`src/rtl/disp_pkg.sv`:
```
// rtl/disp_pkg.sv - shared constants and helpers for the 7-segment display scanner
// Shared by seg_display_scanner and refresh_timer.
package disp_pkg;

   localparam int NUM_DIGITS = 6;
   localparam int SEG_W      = 7;
   localparam int IDX_W      = 3;
   localparam int TIME_W     = NUM_DIGITS * SEG_W;

   localparam logic [NUM_DIGITS-1:0] ALL_OFF_AN    = 6'h3F;
   localparam logic [SEG_W-1:0]      ALL_OFF_SEG   = 7'h7F;
   localparam logic [NUM_DIGITS-1:0] DP_DIGIT_MASK = 6'b010100;

   typedef logic [IDX_W-1:0] digit_idx_t;

   typedef struct packed {
      logic [NUM_DIGITS-1:0] an_n;
      logic [SEG_W-1:0]      seg_n;
      logic                  dp_n;
   } disp_drive_t;

   localparam disp_drive_t DRIVE_OFF = '{an_n: ALL_OFF_AN, seg_n: ALL_OFF_SEG, dp_n: 1'b1};

   function automatic digit_idx_t next_digit(input digit_idx_t idx);
      return (idx == digit_idx_t'(NUM_DIGITS - 1)) ? '0 : idx + digit_idx_t'(1);
   endfunction

   // Active-low anode pattern selecting exactly one digit.
   function automatic logic [NUM_DIGITS-1:0] anode_for(input digit_idx_t idx);
      logic [NUM_DIGITS-1:0] one_hot;
      one_hot = '0;
      for (int k = 0; k < NUM_DIGITS; k++) begin
         if (idx == digit_idx_t'(k)) one_hot[k] = 1'b1;
      end
      return ~one_hot;
   endfunction

endpackage

```
`src/rtl/seg_display_scanner_refresh_timer.sv`:
```
// rtl/seg_display_scanner_refresh_timer.sv - digit slot counter with wrap tick and blanking flag
// slot_tick marks the last cycle of each slot; blank covers the first BLANK_CYCLES cycles.
module refresh_timer
   import disp_pkg::*;
#(
   parameter int REFRESH_DIV  = 50000,
   parameter int BLANK_CYCLES = 500
) (
   input  logic clk,
   input  logic rst,
   output logic slot_tick,
   output logic blank
);

   localparam int CNT_W = (REFRESH_DIV > 1) ? $clog2(REFRESH_DIV) : 1;
   localparam logic [CNT_W-1:0] LAST  = CNT_W'(REFRESH_DIV - 1);
   localparam logic [CNT_W-1:0] BLANK = CNT_W'(BLANK_CYCLES);

   logic [CNT_W-1:0] r;

   always_ff @(posedge clk or posedge rst) begin
      if (rst) begin
         r <= '0;
      end else if (r == LAST) begin
         r <= '0;
      end else begin
         r <= r + CNT_W'(1);
      end
   end

   assign slot_tick = (r == LAST);
   assign blank     = (r < BLANK);

endmodule

```
`src/rtl/seg_display_scanner.sv`:
```
// rtl/seg_display_scanner.sv - time-multiplexed 6-digit common-anode 7-segment driver
// Optional alarm blinking is built when DISP_ALARM_BLINK_EN is defined.
module seg_display_scanner
   import disp_pkg::*;
#(
   parameter int REFRESH_DIV  = 50000,
   parameter int BLANK_CYCLES = 500,
   parameter int BLINK_DIV    = 12500000
) (
   input  logic                  clk_50Mhz,
   input  logic                  reset,
   input  logic [TIME_W-1:0]     time_segments,
   input  logic                  alarm_trigger,
   output logic [NUM_DIGITS-1:0] an_n,
   output logic [SEG_W-1:0]      seg_n,
   output logic                  dp_n
);

   logic              slot_tick;
   logic              slot_blank;
   logic              first_cycle;
   logic              frame_start;
   logic              blink_off;
   digit_idx_t        digit_idx;
   logic [TIME_W-1:0] shadow;
   logic [SEG_W-1:0]  cur_digit;
   logic              cur_dp;
   disp_drive_t       drive_next;

   refresh_timer #(
      .REFRESH_DIV (REFRESH_DIV),
      .BLANK_CYCLES(BLANK_CYCLES)
   ) u_refresh_timer (
      .clk      (clk_50Mhz),
      .rst      (reset),
      .slot_tick(slot_tick),
      .blank    (slot_blank)
   );

   // A fresh frame begins right after reset and whenever the scan leaves the last digit.
   assign frame_start = first_cycle |
                        (slot_tick & (digit_idx == digit_idx_t'(NUM_DIGITS - 1)));

   always_comb begin
      cur_digit = '0;
      cur_dp    = 1'b0;
      for (int k = 0; k < NUM_DIGITS; k++) begin
         if (digit_idx == digit_idx_t'(k)) begin
            cur_digit = shadow[k*SEG_W +: SEG_W];
            cur_dp    = DP_DIGIT_MASK[k];
         end
      end
   end

   always_comb begin
      drive_next = DRIVE_OFF;
      if (!slot_blank && !blink_off) begin
         drive_next.an_n  = anode_for(digit_idx);
         drive_next.seg_n = ~cur_digit;
         drive_next.dp_n  = ~cur_dp;
      end
   end

   always_ff @(posedge clk_50Mhz or posedge reset) begin
      if (reset) begin
         first_cycle <= 1'b1;
         digit_idx   <= '0;
         shadow      <= '0;
         an_n        <= ALL_OFF_AN;
         seg_n       <= ALL_OFF_SEG;
         dp_n        <= 1'b1;
      end else begin
         first_cycle <= 1'b0;
         if (frame_start) shadow <= time_segments;
         if (slot_tick) digit_idx <= next_digit(digit_idx);
         an_n  <= drive_next.an_n;
         seg_n <= drive_next.seg_n;
         dp_n  <= drive_next.dp_n;
      end
   end

`ifdef DISP_ALARM_BLINK_EN
   localparam int BL_W = (BLINK_DIV > 1) ? $clog2(BLINK_DIV) : 1;
   localparam logic [BL_W-1:0] BLINK_LAST = BL_W'(BLINK_DIV - 1);

   logic [BL_W-1:0] blink_cnt;
   logic            blink_phase;

   // The scan keeps running underneath; blinking only gates the registered drive.
   always_ff @(posedge clk_50Mhz or posedge reset) begin
      if (reset) begin
         blink_cnt   <= '0;
         blink_phase <= 1'b0;
      end else if (!alarm_trigger) begin
         blink_cnt   <= '0;
         blink_phase <= 1'b0;
      end else if (blink_cnt == BLINK_LAST) begin
         blink_cnt   <= '0;
         blink_phase <= ~blink_phase;
      end else begin
         blink_cnt <= blink_cnt + BL_W'(1);
      end
   end

   assign blink_off = blink_phase;
`else
   logic unused_blink;

   assign unused_blink = alarm_trigger | (BLINK_DIV < 1);
   assign blink_off    = 1'b0;
`endif

endmodule

```
`config.mk`:
```
export PLATFORM = sky130hd
export DESIGN_NAME = seg_display_scanner
export DESIGN_NICKNAME = d
export VERILOG_FILES = /design/src/rtl/disp_pkg.sv /design/src/rtl/seg_display_scanner_refresh_timer.sv /design/src/rtl/seg_display_scanner.sv
export SDC_FILE = /design/constraint.sdc
export NUM_CORES = 1
export LEC_CHECK = 0
export CORE_UTILIZATION = 57
export DETAILED_ROUTE_END_ITERATION = 7
export HOLD_SLACK_MARGIN = 0.03
export PLACE_DENSITY = 0.94
export SLEW_MARGIN = 10
export SYNTH_ARGS = -nofsm -noshare
export SYNTH_HDL_FRONTEND = slang
export SYNTH_SLANG_ARGS = --single-unit
```
`constraint.sdc`:
```
create_clock -name clk_50Mhz -period 7.2 [get_ports clk_50Mhz]
set_input_delay 1.44 -clock clk_50Mhz [delete_from_list [all_inputs] [get_ports clk_50Mhz]]
set_output_delay 1.44 -clock clk_50Mhz [all_outputs]
set_load 0.02 [all_outputs]
```
==> flow_metrics.py, run 1 <==
metrics = {
    "worst_setup_path": {
        "critPathTopFamily": "buffers and inverters",
        "crit_arrival_ns": 1.48,
        "reg2reg_from": "u_refresh_timer.r[10]$_DFF_PP0_",
        "crit_slowest_cell": "clkdlybuf4s50_1",
        "cp.required_ns": 5.76,
        "slowest_delay_ns": 0.60,
        "reg2reg_slack_ns": 4.41,
        "startpoint": "dp_n$_DFF_PP1_",
        "crit_path_max_fanout": 1,
        "endpoint_kind": "output port",
        "critPathLaunchType": "flip-flop",
        "worst-path-buf-inv": 1,
        "path_cells": "clkdlybuf4s50_1",
        "worstSetupPathType": "flip-flop to output port",
        "rr_worst_depth": 5,
        "reg2reg_to": "shadow[29]$_DFFE_PP0P_",
    },
    "worst_hold_path": {
        "hp-class": "flip-flop to flip-flop",
        "worst_hold_startpoint": "shadow[38]$_DFFE_PP0P_",
        "hold_end": "seg_n[3]$_DFF_PP1_",
        "holdPathStages": 1,
    },
    "die": {
        "num_rows": 28,
        "ios": 59,
        "dieArea_mm2": 0.00647,
        "coreArea_mm2": 0.00592,
        "start_util_pct": 59.2,
        "die_w_um": 80.4,
        "die_h_um": 80.4,
    },
    "cts": {
        "cts_tree": "done",
        "cts_hold_buf": 0,
        "cts_max_level": 3,
        "path_clk_slew_ns": 0.07,
        "clock_path_buffers": 2,
        "clkLatencyLatePin_ns": 0.35,
        "cts_resized": 0,
        "postCtsSetupBuffers": 0,
        "numCtsBuffers": 9,
        "root_buffer": "clkbuf_8",
        "cts_num_sinks": 76,
    },
    "outcome": {
        "status": "completed",
    },
    "global_route": {
        "grtUsageTotal_pct": 26.6,
        "grt_pass1_wl_mm": 12.4,
        "antenna_found_initial": 0,
        "grt_max_degree": 77,
        "first_global_vias": 2499,
        "grt_overflow_total": 0,
    },
    "pwr": {
        "power.switching_w": 0.000198,
        "power_density_mw_per_mm2": 206,
        "internal_power_w": 0.000693,
        "power_frac_comb_pct": 10.7,
        "vdd_ir_drop_max_uv": 141,
        "seq_power_share_pct": 52.5,
        "swShare_pct": 22.2,
        "p_leak_nw": 1.86,
        "p_clk_share_pct": 36.8,
    },
    "final_layout": {
        "area_growth_pct": 23.0,
        "fillers": 392,
        "num_antenna_cells": 0,
        "nNetsFinal": 371,
        "drive_gt1_share_pct": 26.4,
    },
    "drt": {
        "dr_total_vias": 2414,
        "drt_pass1_iterations": 5,
        "vias_per_cell": 5.98,
        "drc": 0,
        "drt_wl_total_mm": 7.55,
        "post_drt_wl_per_cell_um": 18.7,
        "ant_nets": 0,
        "first_iter_violations": 184,
    },
    "place": {
        "dp_hpwl_mm": 5.32,
        "gp_congestion": 0.801,
        "pre_cts_slack_ns": 4.47,
        "place.port_buffers": 57,
    },
    "yosys": {
        "ys.flop_type": "dfrtp_1",
        "synthArstFlopShare_pct": 100,
        "syn-num-nets": 313,
        "synth_top_area_share_pct": 43.5,
        "synth_most_common_cell": "dfrtp_1",
        "synth_warnings": 0,
        "netlist_instances": 266,
        "seq_area_frac_synth_pct": 54.8,
        "synth_area_per_cell_um2": 13.2,
        "synth.distinct_cells": 41,
        "synth-seq-cells": 76,
        "yosys-top-cells-count": "dfrtp_1 (61), mux2_4 (40), nand2_1 (16), dfstp_2 (15), nor2_1 (14)",
        "syn_area_mm2": 0.00351,
        "synth_area_leader_cell": "dfrtp_1",
        "synth_edf_count": 0,
        "synth_area_leaders": "dfrtp_1 (44%), mux2_4 (17%), dfstp_2 (11%)",
    },
    "timing": {
        "finalHoldViolations": 0,
        "clock-skew-final_ns": 0.00703,
        "setup_viol": 0,
        "drv_slew": 0,
        "fmax_ghz": 0.343,
        "finalCritPeriodShare_pct": 40.5,
        "tightest_slew_ns": 1.02,
        "slew_headroom_pct": 31.5,
        "rsz0062_at_grt": "no",
        "setup_ws_ns": 4.28,
        "period_needed_ns": 2.92,
        "finalSetupTns_ns": 0,
    },
    "run": {
        "cap_viol_max_count": 0,
    },
}
==> flip-flops by register name, summed over array words and instances, names as in the netlist <==
register	cells
shadow	42
u_refresh_timer.r	16
seg_n	7
an_n	6
digit_idx	3
dp_n	1
first_cycle	1
==> stage by stage <==
step                utilization [%]  hold WS, ns  total power, W  instances  instance area [um2]
floorplan                         -        0.426        0.000530        266                 3510
global placement               69.4        0.437        0.000564        388                 4110
detailed placement             69.4        0.466        0.000570        388                 4110
CTS                            72.9        0.489        0.000897        404                 4310
global route                   72.9        0.504        0.000922        404                 4310
finish                         72.9        0.488        0.000891        404                 4310
==> metal layers <==
metal	share of wire (%)	vias up	wire, um	track usage [%]
met1	41	1208	3060	34.0
met5	0	-	0	0
met2	52	113	3940	44.5
met4	2.2	0	163	12.1
li1	-	1074	-	-
met3	5.2	19	389	3.98
==> cells in the final DEF (no fill, tap or decap), types with 6 or more instances in the layout <==
cell type        instances
nand2_1                 16
dfstp_2                 15
clkdlybuf4s50_1         57
nor2_1                  14
o21ai_0                  9
mux2_4                  40
xnor2_1                  6
dfrtp_1                 61
clkbuf_8                11
nor2b_1                  7
nand3_1                  6
o211ai_1                11
xor2_1                   6
==> logic make-up after synthesis <==
group	share of synthesized area, %
flops	54.8
compound gates	7.78
fa+ha+maj	0.713
simple gates	12.2
mux	18.7
other cells	0.107
buf+inv	2.78
xor+xnor	3.00
==> cell type report <==
class                      count  area [um2]  share of cell area (%)
clock buffer                  12         155                    3.60
clock inverter                 4        47.5                    1.10
inverter                       6        22.5                   0.522
multi-input combinational    172        1490                    34.5
sequential                    76        1920                    44.5
tap                           75        93.8                    2.18
timing repair buffer          59         586                    13.6
==> power groups by stage <==
stage	clock (W)	combinational, W	sequential [W]
floorplan	0	0.0000621	0.000468
CTS	0.000333	0.0000966	0.000467
global placement	0	0.0000918	0.000472
detailed placement	0	0.0000958	0.000474
finish	0.000328	0.0000955	0.000467
global route	0.000350	0.000103	0.000470
==> worst max path at each step <==
stage	depth (start not counted)	to
2_1_floorplan	1	digit_idx[0]$_DFFE_PP0N_
3_3_place_gp	5	shadow[12]$_DFFE_PP0P_
3_5_place_dp	5	shadow[29]$_DFFE_PP0P_
4_1_cts	1	an_n[3]
5_1_grt	1	an_n[3]
6_report	1	dp_n
(Power assumes the default switching activity.)
==> run 2: changes to the inputs <==
CORE_UTILIZATION = 48   (was 57)
PLACE_DENSITY = 0.85   (was 0.94)
clock period = 2.4 ns   (was 7.2 ns; I/O delays follow)
==> run 2 against run 1 <==
Effect of this change: sequential power grew to 3.0 times the previous value; worst hold slack worse by 0.015 ns; combinational power rose to 3.0 times the previous value; global-route usage decreased by 4.9 points; clock-buffer cell count shrank 2; critical endpoint is now shadow[26]$_DFFE_PP0P_; largest cell class unchanged.
==> flow_metrics.py, run 2 (same netlist as run 1, synthesis figures left out) <==
metrics = {
    "place": {
        "dp_hpwl_mm": 5.12,
        "pre_cts_slack_ns": 0.246,
        "gp_congestion": 0.841,
        "place.port_buffers": 57,
        "place_inst": 418,
    },
    "cts": {
        "cts_tree": "done",
        "cts_hold_buf": 0,
        "cts_resized": 0,
        "clkLatencyLatePin_ns": 0.35,
        "cts_max_level": 3,
        "postCtsSetupBuffers": 0,
        "cts_num_sinks": 76,
        "numCtsBuffers": 9,
        "root_buffer": "clkbuf_8",
        "path_clk_slew_ns": 0.08,
        "clock_path_buffers": 2,
    },
    "global_route": {
        "grt_overflow_total": 0,
        "antenna_found_initial": 0,
        "grt_max_degree": 77,
        "grt_pass1_wl_mm": 12.1,
        "first_global_vias": 2424,
        "grtUsageTotal_pct": 21.7,
    },
    "timing": {
        "setup_viol": 0,
        "finalSetupTns_ns": 0,
        "finalHoldViolations": 0,
        "clock-skew-final_ns": 0.0165,
        "period_needed_ns": 2.17,
        "slew_headroom_pct": 66.2,
        "setup_ws_ns": 0.227,
        "fmax_ghz": 0.460,
        "finalCritPeriodShare_pct": 90.5,
        "drv_slew": 0,
        "tightest_slew_ns": 0.503,
        "rsz0062_at_grt": "no",
    },
    "die": {
        "num_rows": 30,
        "die_w_um": 87.5,
        "die_h_um": 87.5,
        "start_util_pct": 50.8,
        "dieArea_mm2": 0.00765,
        "ios": 59,
        "coreArea_mm2": 0.00691,
    },
    "final_layout": {
        "reg_top3": "shadow (42), u_refresh_timer.r (16), seg_n (7)",
        "largest_register_ffs": 42,
        "area_growth_pct": 27.4,
        "regMostFlops": "shadow",
        "mostFrequentLayoutCell": "dfrtp_1",
        "layout.cells.non_filler": 434,
        "drive_gt1_share_pct": 28.4,
        "nNetsFinal": 380,
        "final_cell_mix": "dfrtp_1 (61), clkdlybuf4s50_1 (57), mux2_4 (40)",
        "num_antenna_cells": 0,
        "ff_latch_area_mm2": 0.00192,
        "multi_input_area_mm2": 0.00149,
        "fillers": 525,
        "postLayoutCoreUtil_pct": 64.7,
    },
    "pwr": {
        "p_leak_nw": 1.94,
        "vdd_ir_drop_max_uv": 385,
        "power_density_mw_per_mm2": 638,
        "total_power_w": 0.00285,
    },
    "worst_setup_path": {
        "crit_slowest_cell": "or4_4",
        "worst-path-buf-inv": 1,
        "path_cells": "or4_4 -> nor4_4 -> a21oi_4 -> buf_12 -> mux2_4",
        "crit_arrival_ns": 2.41,
        "endpoint_kind": "flip-flop",
        "slowest_delay_ns": 0.59,
        "reg2reg_slack_ns": 0.23,
        "cp.required_ns": 2.64,
        "crit_path_max_fanout": 33,
        "critPathLaunchType": "flip-flop",
        "worstSetupPathType": "flip-flop to flip-flop",
        "critPathTopFamily": "simple AND/OR/NAND/NOR gates",
    },
    "drt": {
        "met3_wirelength_um": 390,
        "dr_total_vias": 2397,
        "drc": 0,
        "drt_pass1_iterations": 6,
        "first_iter_violations": 292,
        "dr_wl_met2_mm": 3.60,
        "ant_nets": 0,
        "met1Wirelength_mm": 3.15,
        "vias_per_cell": 5.52,
        "post_drt_wl_per_cell_um": 16.9,
        "drt_wl_total_mm": 7.35,
        "top_layer_used": "met4",
    },
    "outcome": {
        "status": "completed",
    },
    "run": {
        "cap_viol_max_count": 0,
    },
    "worst_hold_path": {
        "hp-class": "flip-flop to flip-flop",
    },
}
## run 2: layout make-up
class,count,share of cell area (%)
Timing Repair Buffer,68,15.2
Tap cell,96,2.69
Inverter,6,0.504
Clock inverter,6,2.49
Multi-Input combinational cell,172,33.3
Sequential cell,76,43.0
Clock buffer,10,2.86
## run 2: final timing paths
path,from,to,depth (start not counted)
setup / recovery,u_refresh_timer.r[10]$_DFF_PP0_,shadow[26]$_DFFE_PP0P_,5
hold / removal,shadow[39]$_DFFE_PP0P_,seg_n[4]$_DFF_PP1_,1
setup reg to reg,u_refresh_timer.r[10]$_DFF_PP0_,shadow[26]$_DFFE_PP0P_,5
hold reg to reg,shadow[39]$_DFFE_PP0P_,seg_n[4]$_DFF_PP1_,1
max in group asynchronous,reset,an_n[0]$_DFF_PP1_,3
min in group asynchronous,reset,shadow[40]$_DFFE_PP0P_,3
## run 2: layer usage
layer | GRT usage, % | vias to the layer above
met4 | 11.9 | 0
met2 | 35.7 | 97
li1 | - | 1094
met1 | 27.2 | 1186
met3 | 3.79 | 20
met5 | 0 | -
## run 2: through the flow
step                instance area (um2)  hold slack, ns
CTS                                4470           0.474
global route                       4470           0.487
detailed placement                 4230           0.452
floorplan                          3510           0.426
global placement                   4230           0.452
finish                             4470           0.473
## run 2: report_power, final
group          total [W]  internal [W]  switching (W)
sequential       0.00140       0.00135      0.0000477
clock            0.00116      0.000693       0.000469
combinational   0.000289      0.000195      0.0000940
total            0.00285       0.00224       0.000611
==> RTL change (flow settings as in run 2) <==
`SEG_W`: 7 -> 8.
--- a/src/rtl/disp_pkg.sv
+++ b/src/rtl/disp_pkg.sv
@@ -5,3 +5,3 @@
    localparam int NUM_DIGITS = 6;
-   localparam int SEG_W      = 7;
+   localparam int SEG_W      = 8;
    localparam int IDX_W      = 3;
Interface: changed (resized seg_n and time_segments); port bits go from 59 to 66. The function was not compared with the original's and may differ.
==> RTL change against run 2 <==
Final cell count rose by 3.0%; via count increased by 1.2%; wire length decreased by 3.1%; setup slack better by 0.040 ns; sequential cell count rose by 7; total power is 6.5% higher; design area increased by 6.9%; non-clock buffer count rose by 7; area after synthesis increased by 5.8%; count of clock-buffer cells in the layout stayed put; critical path type unchanged.
==> RTL change: results (changes against run 2) <==
The number of port buffers came out at 64 (+12%). The DRC violation total after the first TritonRoute iteration came out at 116 (-60%). The final worst clock skew is 0.00753 ns (-0.00897 ns). The run finished with clean final reports. The overall global routing resource usage is 0.189 (-0.0279). The placer congestion estimate came out at 0.866 (+3.0%).

The worst slew margin relative to its limit is 0.635 (-0.0270). The filler cell count in the final layout came to 534 (+1.7%). The share of final-layout standard cells stronger than drive strength 1 is 0.284 (+0.000459). The global routing usage on met3 is 0.0415 (+0.00354). The largest fanout of any net on the critical path is 48 (+45%). The post-place instance area came out at 4530 µm² (+7.0%). The relative contribution of sequential cells to total power came out at 0.503 (+0.012).

The wire length on met3 came to 297 µm (-24%). The register-to-register setup slack is 0.27 ns (+0.04 ns). The multiplexer share of the synthesized area is 0.210 (+0.0231). The fraction of the yosys area taken by sequential cells came out at 0.565 (+0.0171).

The via total after detailed routing is 2426 (+1.2%). The number of unique standard cell types used by synthesis came out at 46 (+12%). The number of search-and-repair iterations in the first detailed-routing pass came to 4 (-2). The net total in the final layout came out at 396 (+4.2%).

The sum of met2 wire segment lengths after detailed routing is 3.49 mm (-3.2%). The met2 routing resource usage after global routing is 0.310 (-0.0463). The global routing usage on met1 is 0.239 (-0.0325). The adder-cell share of the synthesized area is 0.00674 (-0.000392). The via count of the first global-routing pass is 2505 (+3.3%). The largest net degree at the start of global routing came out at 49 (-36%). The net count of the mapped netlist came out at 328 (+4.8%). The maximum VDD drop was 409 µV (+6.2%). The warning count from the yosys run came out at 0 (unchanged). The detailed placer's ending HPWL is 5.00 mm (-2.5%). The arrival time of the worst setup path came out at 2.36 ns (-0.05 ns). The storage element area is 2100 µm² (+9.1%). The total sequential power came out at 0.00153 W (+9%). Ranked by total cell area, the synthesized netlist is headed by sky130_fd_sc_hd__dfrtp_1 46%, sky130_fd_sc_hd__dfstp_2 11%, sky130_fd_sc_hd__mux2_2 9.1%, sky130_fd_sc_hd__mux2_4 8.1%, sky130_fd_sc_hd__mux2i_1 3.8%.

The wire length the detailed router placed on met1 came out at 3.17 mm (+0.83%).
==> RTL change: cell types whose count changed after synthesis, moves of 9 or more <==
cell	before	now
sky130_fd_sc_hd__o211ai_1	11	0
sky130_fd_sc_hd__mux2_2	3	30
sky130_fd_sc_hd__mux2i_1	2	14
sky130_fd_sc_hd__nand2_1	16	7
sky130_fd_sc_hd__mux2_4	40	20
==> RTL change: final cells by class <==
type,instances,share of cell area
clock buffer,10,0.0288
clock inverter,6,0.0236
inverter,6,0.00550
multi-input combinational,168,0.318
sequential,83,0.439
tap,99,0.0259
timing repair buffer,75,0.159
==> RTL change: stage by stage <==
| stage | setup slack [ns] | cells | hold WS, ns |
|---|---|---|---|
| after floorplan | 0.264 | 275 | 0.455 |
| after global placement | 0.290 | 431 | 0.469 |
| after detailed placement | 0.286 | 431 | 0.480 |
| after CTS | 0.258 | 447 | 0.491 |
| after global routing | 0.194 | 447 | 0.518 |
| final | 0.267 | 447 | 0.489 |
==> RTL change: worst paths after layout <==
| kind | start | to | cells past startpoint |
|---|---|---|---|
| min in group asynchronous | reset | shadow[20]$_DFFE_PP0P_ | 3 |
| max in group asynchronous | reset | seg_n[6]$_DFF_PP1_ | 3 |
| worst max-delay path | u_refresh_timer.r[10]$_DFF_PP0_ | shadow[10]$_DFFE_PP0P_ | 5 |
| worst max register to register | u_refresh_timer.r[10]$_DFF_PP0_ | shadow[10]$_DFFE_PP0P_ | 5 |
| worst min register to register | u_refresh_timer.r[0]$_DFF_PP0_ | u_refresh_timer.r[0]$_DFF_PP0_ | 1 |
| worst min-delay path | u_refresh_timer.r[0]$_DFF_PP0_ | u_refresh_timer.r[0]$_DFF_PP0_ | 1 |
